$ cat src/rtl/cplx_mag2_accum.sv
// Streaming |x|^2 power estimator: squares I/Q, sums them, accumulates over
// blocks of 2^ACCUM_LOG2 samples (or sof/eof-delimited blocks) and emits one
// scaled, saturated power word per block, three clocks after the closing sample.
module cplx_mag2_accum #(
    parameter int unsigned DATA_SIZE     = 16,
    parameter int unsigned ACCUM_LOG2    = 8,
    parameter int unsigned SHIFT         = 0,
    parameter int unsigned DATA_OUT_SIZE = 32
) (
    input  logic                     data_clk_i,
    input  logic                     data_rst_i,
    input  logic [DATA_SIZE-1:0]     data_i_i,
    input  logic [DATA_SIZE-1:0]     data_q_i,
    input  logic                     data_en_i,
    input  logic                     data_sof_i,
    input  logic                     data_eof_i,
    output logic [DATA_OUT_SIZE-1:0] data_o,
    output logic                     data_en_o,
    output logic                     data_sof_o,
    output logic                     data_eof_o,
    output logic                     data_ovf_o
);

    localparam int unsigned MW = 2 * DATA_SIZE;
    localparam int unsigned PW = MW + 1;
    localparam int unsigned AW = PW + ACCUM_LOG2;
    localparam int unsigned CW = ACCUM_LOG2;
    localparam int unsigned XW = (AW > DATA_OUT_SIZE) ? AW : DATA_OUT_SIZE;
    localparam logic [CW-1:0] CNT_LAST = {CW{1'b1}};

    typedef enum logic {
        ST_OPEN  = 1'b0,
        ST_ACCUM = 1'b1
    } state_e;

    // ---------------- stage 1: squares ----------------
    logic signed [MW-1:0] i_ext_c;
    logic signed [MW-1:0] q_ext_c;
    logic [MW-1:0]        ii_d, qq_d;
    logic [MW-1:0]        ii_q, qq_q;
    logic                 en1_q, sof1_q, eof1_q;

    assign i_ext_c = MW'($signed(data_i_i));
    assign q_ext_c = MW'($signed(data_q_i));
    assign ii_d    = $unsigned(i_ext_c * i_ext_c);
    assign qq_d    = $unsigned(q_ext_c * q_ext_c);

    // Stage 1 register: squares plus qualified frame flags
    always_ff @(posedge data_clk_i or negedge data_rst_i) begin
        if (!data_rst_i) begin
            ii_q   <= '0;
            qq_q   <= '0;
            en1_q  <= 1'b0;
            sof1_q <= 1'b0;
            eof1_q <= 1'b0;
        end else begin
            ii_q   <= ii_d;
            qq_q   <= qq_d;
            en1_q  <= data_en_i;
            sof1_q <= data_sof_i & data_en_i;
            eof1_q <= data_eof_i & data_en_i;
        end
    end

    // ---------------- stage 2: instantaneous power ----------------
    logic [PW-1:0] p_d, p_q;
    logic          en2_q, sof2_q, eof2_q;

    assign p_d = PW'(ii_q) + PW'(qq_q);

    // Stage 2 register: p = I^2 + Q^2 and flags
    always_ff @(posedge data_clk_i or negedge data_rst_i) begin
        if (!data_rst_i) begin
            p_q    <= '0;
            en2_q  <= 1'b0;
            sof2_q <= 1'b0;
            eof2_q <= 1'b0;
        end else begin
            p_q    <= p_d;
            en2_q  <= en1_q;
            sof2_q <= sof1_q;
            eof2_q <= eof1_q;
        end
    end

    // ---------------- stage 3: block accumulation ----------------
    state_e        state_q, state_d;
    logic          opening_c;
    logic          close_c;
    logic [CW-1:0] idx_c;

    logic [AW-1:0] acc_q, acc_d;
    logic [CW-1:0] cnt_q, cnt_d;
    logic          blk_sof_q, blk_sof_d;
    logic          close_q, close_sof_q, close_eof_q;

    // Block state register: ST_OPEN means the next valid sample opens a block
    always_ff @(posedge data_clk_i or negedge data_rst_i) begin
        if (!data_rst_i) begin
            state_q <= ST_OPEN;
        end else begin
            state_q <= state_d;
        end
    end

    // Classify the stage-3 sample as opening/closing and pick next block state
    always_comb begin
        state_d   = state_q;
        opening_c = 1'b0;
        close_c   = 1'b0;
        idx_c     = cnt_q;
        if (en2_q) begin
            opening_c = sof2_q | (state_q == ST_OPEN);
            idx_c     = opening_c ? '0 : cnt_q + CW'(1);
            close_c   = (idx_c == CNT_LAST) | eof2_q;
            state_d   = close_c ? ST_OPEN : ST_ACCUM;
        end
    end

    // Accumulator, sample index and block-sof next values
    always_comb begin
        acc_d     = acc_q;
        cnt_d     = cnt_q;
        blk_sof_d = blk_sof_q;
        if (en2_q) begin
            acc_d = (opening_c ? '0 : acc_q) + AW'(p_q);
            cnt_d = idx_c;
        end
        if (opening_c) begin
            blk_sof_d = sof2_q;
        end
    end

    // Stage 3 register: accumulator state and the close event for the output stage
    always_ff @(posedge data_clk_i or negedge data_rst_i) begin
        if (!data_rst_i) begin
            acc_q       <= '0;
            cnt_q       <= '0;
            blk_sof_q   <= 1'b0;
            close_q     <= 1'b0;
            close_sof_q <= 1'b0;
            close_eof_q <= 1'b0;
        end else begin
            acc_q       <= acc_d;
            cnt_q       <= cnt_d;
            blk_sof_q   <= blk_sof_d;
            close_q     <= close_c;
            close_sof_q <= blk_sof_d;
            close_eof_q <= eof2_q;
        end
    end

    // ---------------- output stage: scale and saturate ----------------
    logic [XW-1:0]            r_c;
    logic                     sat_c;
    logic [DATA_OUT_SIZE-1:0] dout_d, dout_q;
    logic                     en_o_d, sof_o_d, eof_o_d, ovf_o_d;
    logic                     en_o_q, sof_o_q, eof_o_q, ovf_o_q;

    assign r_c   = XW'(acc_q) >> SHIFT;
    assign sat_c = |(r_c >> DATA_OUT_SIZE);

    // Output next values: update on a close, otherwise hold with strobe low
    always_comb begin
        dout_d  = dout_q;
        sof_o_d = sof_o_q;
        eof_o_d = eof_o_q;
        ovf_o_d = ovf_o_q;
        en_o_d  = close_q;
        if (close_q) begin
            dout_d  = sat_c ? '1 : DATA_OUT_SIZE'(r_c);
            ovf_o_d = sat_c;
            sof_o_d = close_sof_q;
            eof_o_d = close_eof_q;
        end
    end

    // Output registers
    always_ff @(posedge data_clk_i or negedge data_rst_i) begin
        if (!data_rst_i) begin
            dout_q  <= '0;
            en_o_q  <= 1'b0;
            sof_o_q <= 1'b0;
            eof_o_q <= 1'b0;
            ovf_o_q <= 1'b0;
        end else begin
            dout_q  <= dout_d;
            en_o_q  <= en_o_d;
            sof_o_q <= sof_o_d;
            eof_o_q <= eof_o_d;
            ovf_o_q <= ovf_o_d;
        end
    end

    assign data_o     = dout_q;
    assign data_en_o  = en_o_q;
    assign data_sof_o = sof_o_q;
    assign data_eof_o = eof_o_q;
    assign data_ovf_o = ovf_o_q;

endmodule

$ cat config.mk
export PLATFORM = sky130hd
export DESIGN_NAME = cplx_mag2_accum
export DESIGN_NICKNAME = d
export VERILOG_FILES = /design/src/rtl/cplx_mag2_accum.sv
export SDC_FILE = /design/constraint.sdc
export NUM_CORES = 2
export LEC_CHECK = 0
export ABC_AREA = 1
export CORE_MARGIN = 2
export CORE_UTILIZATION = 25
export CTS_CLUSTER_SIZE = 14
export DETAILED_ROUTE_END_ITERATION = 6
export PLACE_DENSITY_LB_ADDON = 0.08
export SYNTH_ARGS = -nofsm -noshare
export SYNTH_HDL_FRONTEND = slang
export SYNTH_SLANG_ARGS = --single-unit
$ cat constraint.sdc
create_clock -name data_clk_i -period 3.8 [get_ports data_clk_i]
set_clock_uncertainty 0.15 [all_clocks]
set_input_delay 0.76 -clock data_clk_i [delete_from_list [all_inputs] [get_ports data_clk_i]]
set_output_delay 0.76 -clock data_clk_i [all_outputs]
set_load 0.03 [all_outputs]
==> results.json <==
{
  "clkLatencyLatePin_ns": 0.50,
  "port_buffers": 72,
  "fin_ws_ns": -1.70,
  "first_pass_iters": 5,
  "status": "finished, violations left",
  "dieArea_um2": 121000,
  "drive_gt1_share_pct": 31.3,
  "die_w_um": 348,
  "clk_pin_slew_ns": 0.10,
  "cp.arrival_ns": 5.75,
  "fin_crit_sh_pct": 145,
  "final_common_cell": "inv_1",
  "seqCellArea_um2": 4760,
  "violations": "negative setup slack",
  "rows": 126,
  "worst_pin_slew_ns": 0.646,
  "remaining_drc_errors": 0,
  "viasPerCell": 4.15,
  "yosys-top-cells-area": "fa_1, dfrtp_1, inv_1, nand2_1, ha_1",
  "wl_met1_um": 45300,
  "tritoncts": "built",
  "synth_xor_area_share_pct": 3.70,
  "critPathRequiredTime_ns": 4.05,
  "hpwlAfterDp_um": 78700,
  "ff2ff_path_depth": 20,
  "maxCapViolCount": 0,
  "crit_path_end": "ii_q[22]",
  "ant_nets": 0,
  "period_minus_slack_ns": 5.50,
  "tns_ns": -72.81,
  "cp-end-kind": "flip-flop",
  "htree_num_levels": 4,
  "cts_buffers": 17,
  "critPathKind": "in -> reg",
  "timing.fmax_mhz": 182,
  "die_h_um": 348,
  "ys_ff_latch": 190,
  "antenna_found_initial": 0,
  "root_buffer": "clkbuf_16",
  "yosysSeqAreaShare_pct": 16.1,
  "rsz0062_at_grt": "true",
  "core_area_um2": 118000,
  "r2r_start": "sof2_q",
  "syn_area_per_cell_um2": 7.95,
  "startpoint": "data_i_i[15]",
  "first_global_vias": 26600,
  "synth_cell_type_count": 48,
  "clock_path_buffers": 2,
  "relSlewSlack_pct": 57.0,
  "multi_input_area_um2": 23900,
  "grt_max_degree": 92,
  "ios": 73,
  "r2r-end": "acc_q[28]",
  "top_layer": "met4",
  "yosys.area_share.simple_pct": 18.2,
  "synthesis.area_um2": 29600,
  "synth_compound_gate_area_share_pct": 6.49,
  "routed_wirelength_um": 93300,
  "synth_top_area_share_pct": 31.8,
  "layout_common_cells": "inv_1, nand2_1, buf_4, fa_1, nor2_1",
  "ys_warn_count": 0,
  "antenna_cells": 0,
  "grt_usage_pct": 16.0,
  "clock_sinks": 190,
  "wire_per_inst_um": 15.9,
  "initial_core_util_pct": 25.1,
  "drt_iter0_drc": 1067,
  "wl_met2_um": 45800,
  "hold_viol": 0,
  "critPathMaxFanout": 6,
  "synth-adder-area-share_pct": 42.0,
  "synth_fp_nets": 4468,
  "vias": 24400,
  "rrSetupSlack_ns": 0.46,
  "synth_top_area_cell": "fa_1",
  "grt.overflow.total": 0,
  "setup_viol": 52,
  "area_growth_syn_to_layout_pct": 40.8,
  "muxShareOfSynthArea_pct": 0,
  "gp_congestion": 0.839,
  "hp-class": "reg -> reg",
  "final-max-slew-violation-count": 0,
  "synthCells": 3719,
  "fillers": 12400,
  "start_kind": "input pin",
  "final_nets": 5088,
  "synth_top_family_by_area": "adder cells",
  "grt_pass1_wl_um": 150000,
  "wl_met3_um": 1350
}
synthesized netlist by cell type, drive strengths merged:
cell      n
o31ai     1
nand4    28
a31oi    17
buf      12
or2      11
a21o     20
nand3b   10
nor4      4
o21bai   29
dfrtp   190
fa      469
a21oi   131
o211ai    8
and2      2
nand2   823
nor3     29
o21ai   104
a211oi    2
and3      1
xnor2    38
inv     966
xor2     87
clkinv    3
nand3   134
a21boi    3
o21a      6
o22ai     2
nor2    263
clkbuf   79
ha      243
a31o      4
worst min-delay path by stage:
stage | slack (ns) | cells after the start | end | start
global route | 0.23 | 0 | sof2_q | sof1_q
CTS | 0.21 | 0 | eof2_q | eof1_q
finish | 0.21 | 0 | eof2_q | eof1_q
detailed placement | 0.18 | 0 | eof2_q | eof1_q
floorplan | 0.18 | 0 | en2_q | en1_q
global placement | 0.18 | 0 | eof2_q | eof1_q
per-layer routing:
metal	track usage [%]	vias up
li1	-	12300
met1	22.3	11900
met2	27.7	173
met3	1.16	42
met4	2.39	0
met5	0	-
worst max-delay path, cell delays in order:
cell	delay, ns
buf_12	0.11
buf_12	0.13
nand2_4	0.05
inv_2	0.04
fa_2	0.62
buf_12	0.12
buf_6	0.08
fa_1	0.43
fa_2	0.59
fa_1	0.44
fa_1	0.55
inv_1	0.05
fa_1	0.51
inv_2	0.05
ha_4	0.30
nand2_4	0.07
nor2_4	0.11
inv_2	0.05
nor2_4	0.10
nand4_1	0.14
nand3_2	0.13
buf_4	0.14
xor2_4	0.17
metrics by stage:
step	hold slack, ns	area [um^2]	cells	worst slack [ns]	utilization [%]
after global placement	0.181	36700	5687	-3.01	31.2
after CTS	0.207	40000	5839	-1.75	34.0
after floorplan	0.181	31400	3719	-1.92	-
after detailed placement	0.185	36700	5687	-2.98	31.2
after global routing	0.226	41600	5888	-1.89	35.4
final	0.208	41600	5888	-1.70	35.4
state kept, by name, summed over array words and instances, names as in the netlist:
name	flops
en1_q	1
data_eof_o	1
data_en_o	1
eof2_q	1
data_ovf_o	1
sof2_q	1
close_q	1
ii_q	31
eof1_q	1
close_sof_q	1
en2_q	1
close_eof_q	1
acc_q	41
sof1_q	1
data_sof_o	1
data_o	32
state_q	1
p_q	33
cnt_q	8
qq_q	31
kinds of logic after synthesis:
family,count (synthesis)
and+or+nand+nor,1305
buffers and inverters,1060
adders and majority gates,712
AOI/OAI and AO/OA,327
DFF,190
xor gates and xnor gates,125
final cells by class:
type                    count  share of cell area, %
clock buffers              17                   1.02
clock inverters            15                  0.553
inverters                 969                   8.82
multi-input cells        2469                   57.4
flip-flops and latches    190                   11.4
well taps                1536                   4.62
repair buffers            692                   16.2
timing repair:
item	4_1_cts	5_1_grt
resized for setup	522	401
setup endpoints to repair	53	52
gates cloned	11	0
endpoints found under the hold margin	13	0
setup buffers	109	63
pin swaps	242	286
hold buffers	1	0
Power is not shown: default switching activity piles up to over one toggle a cycle in this logic, so the estimate is an artifact.
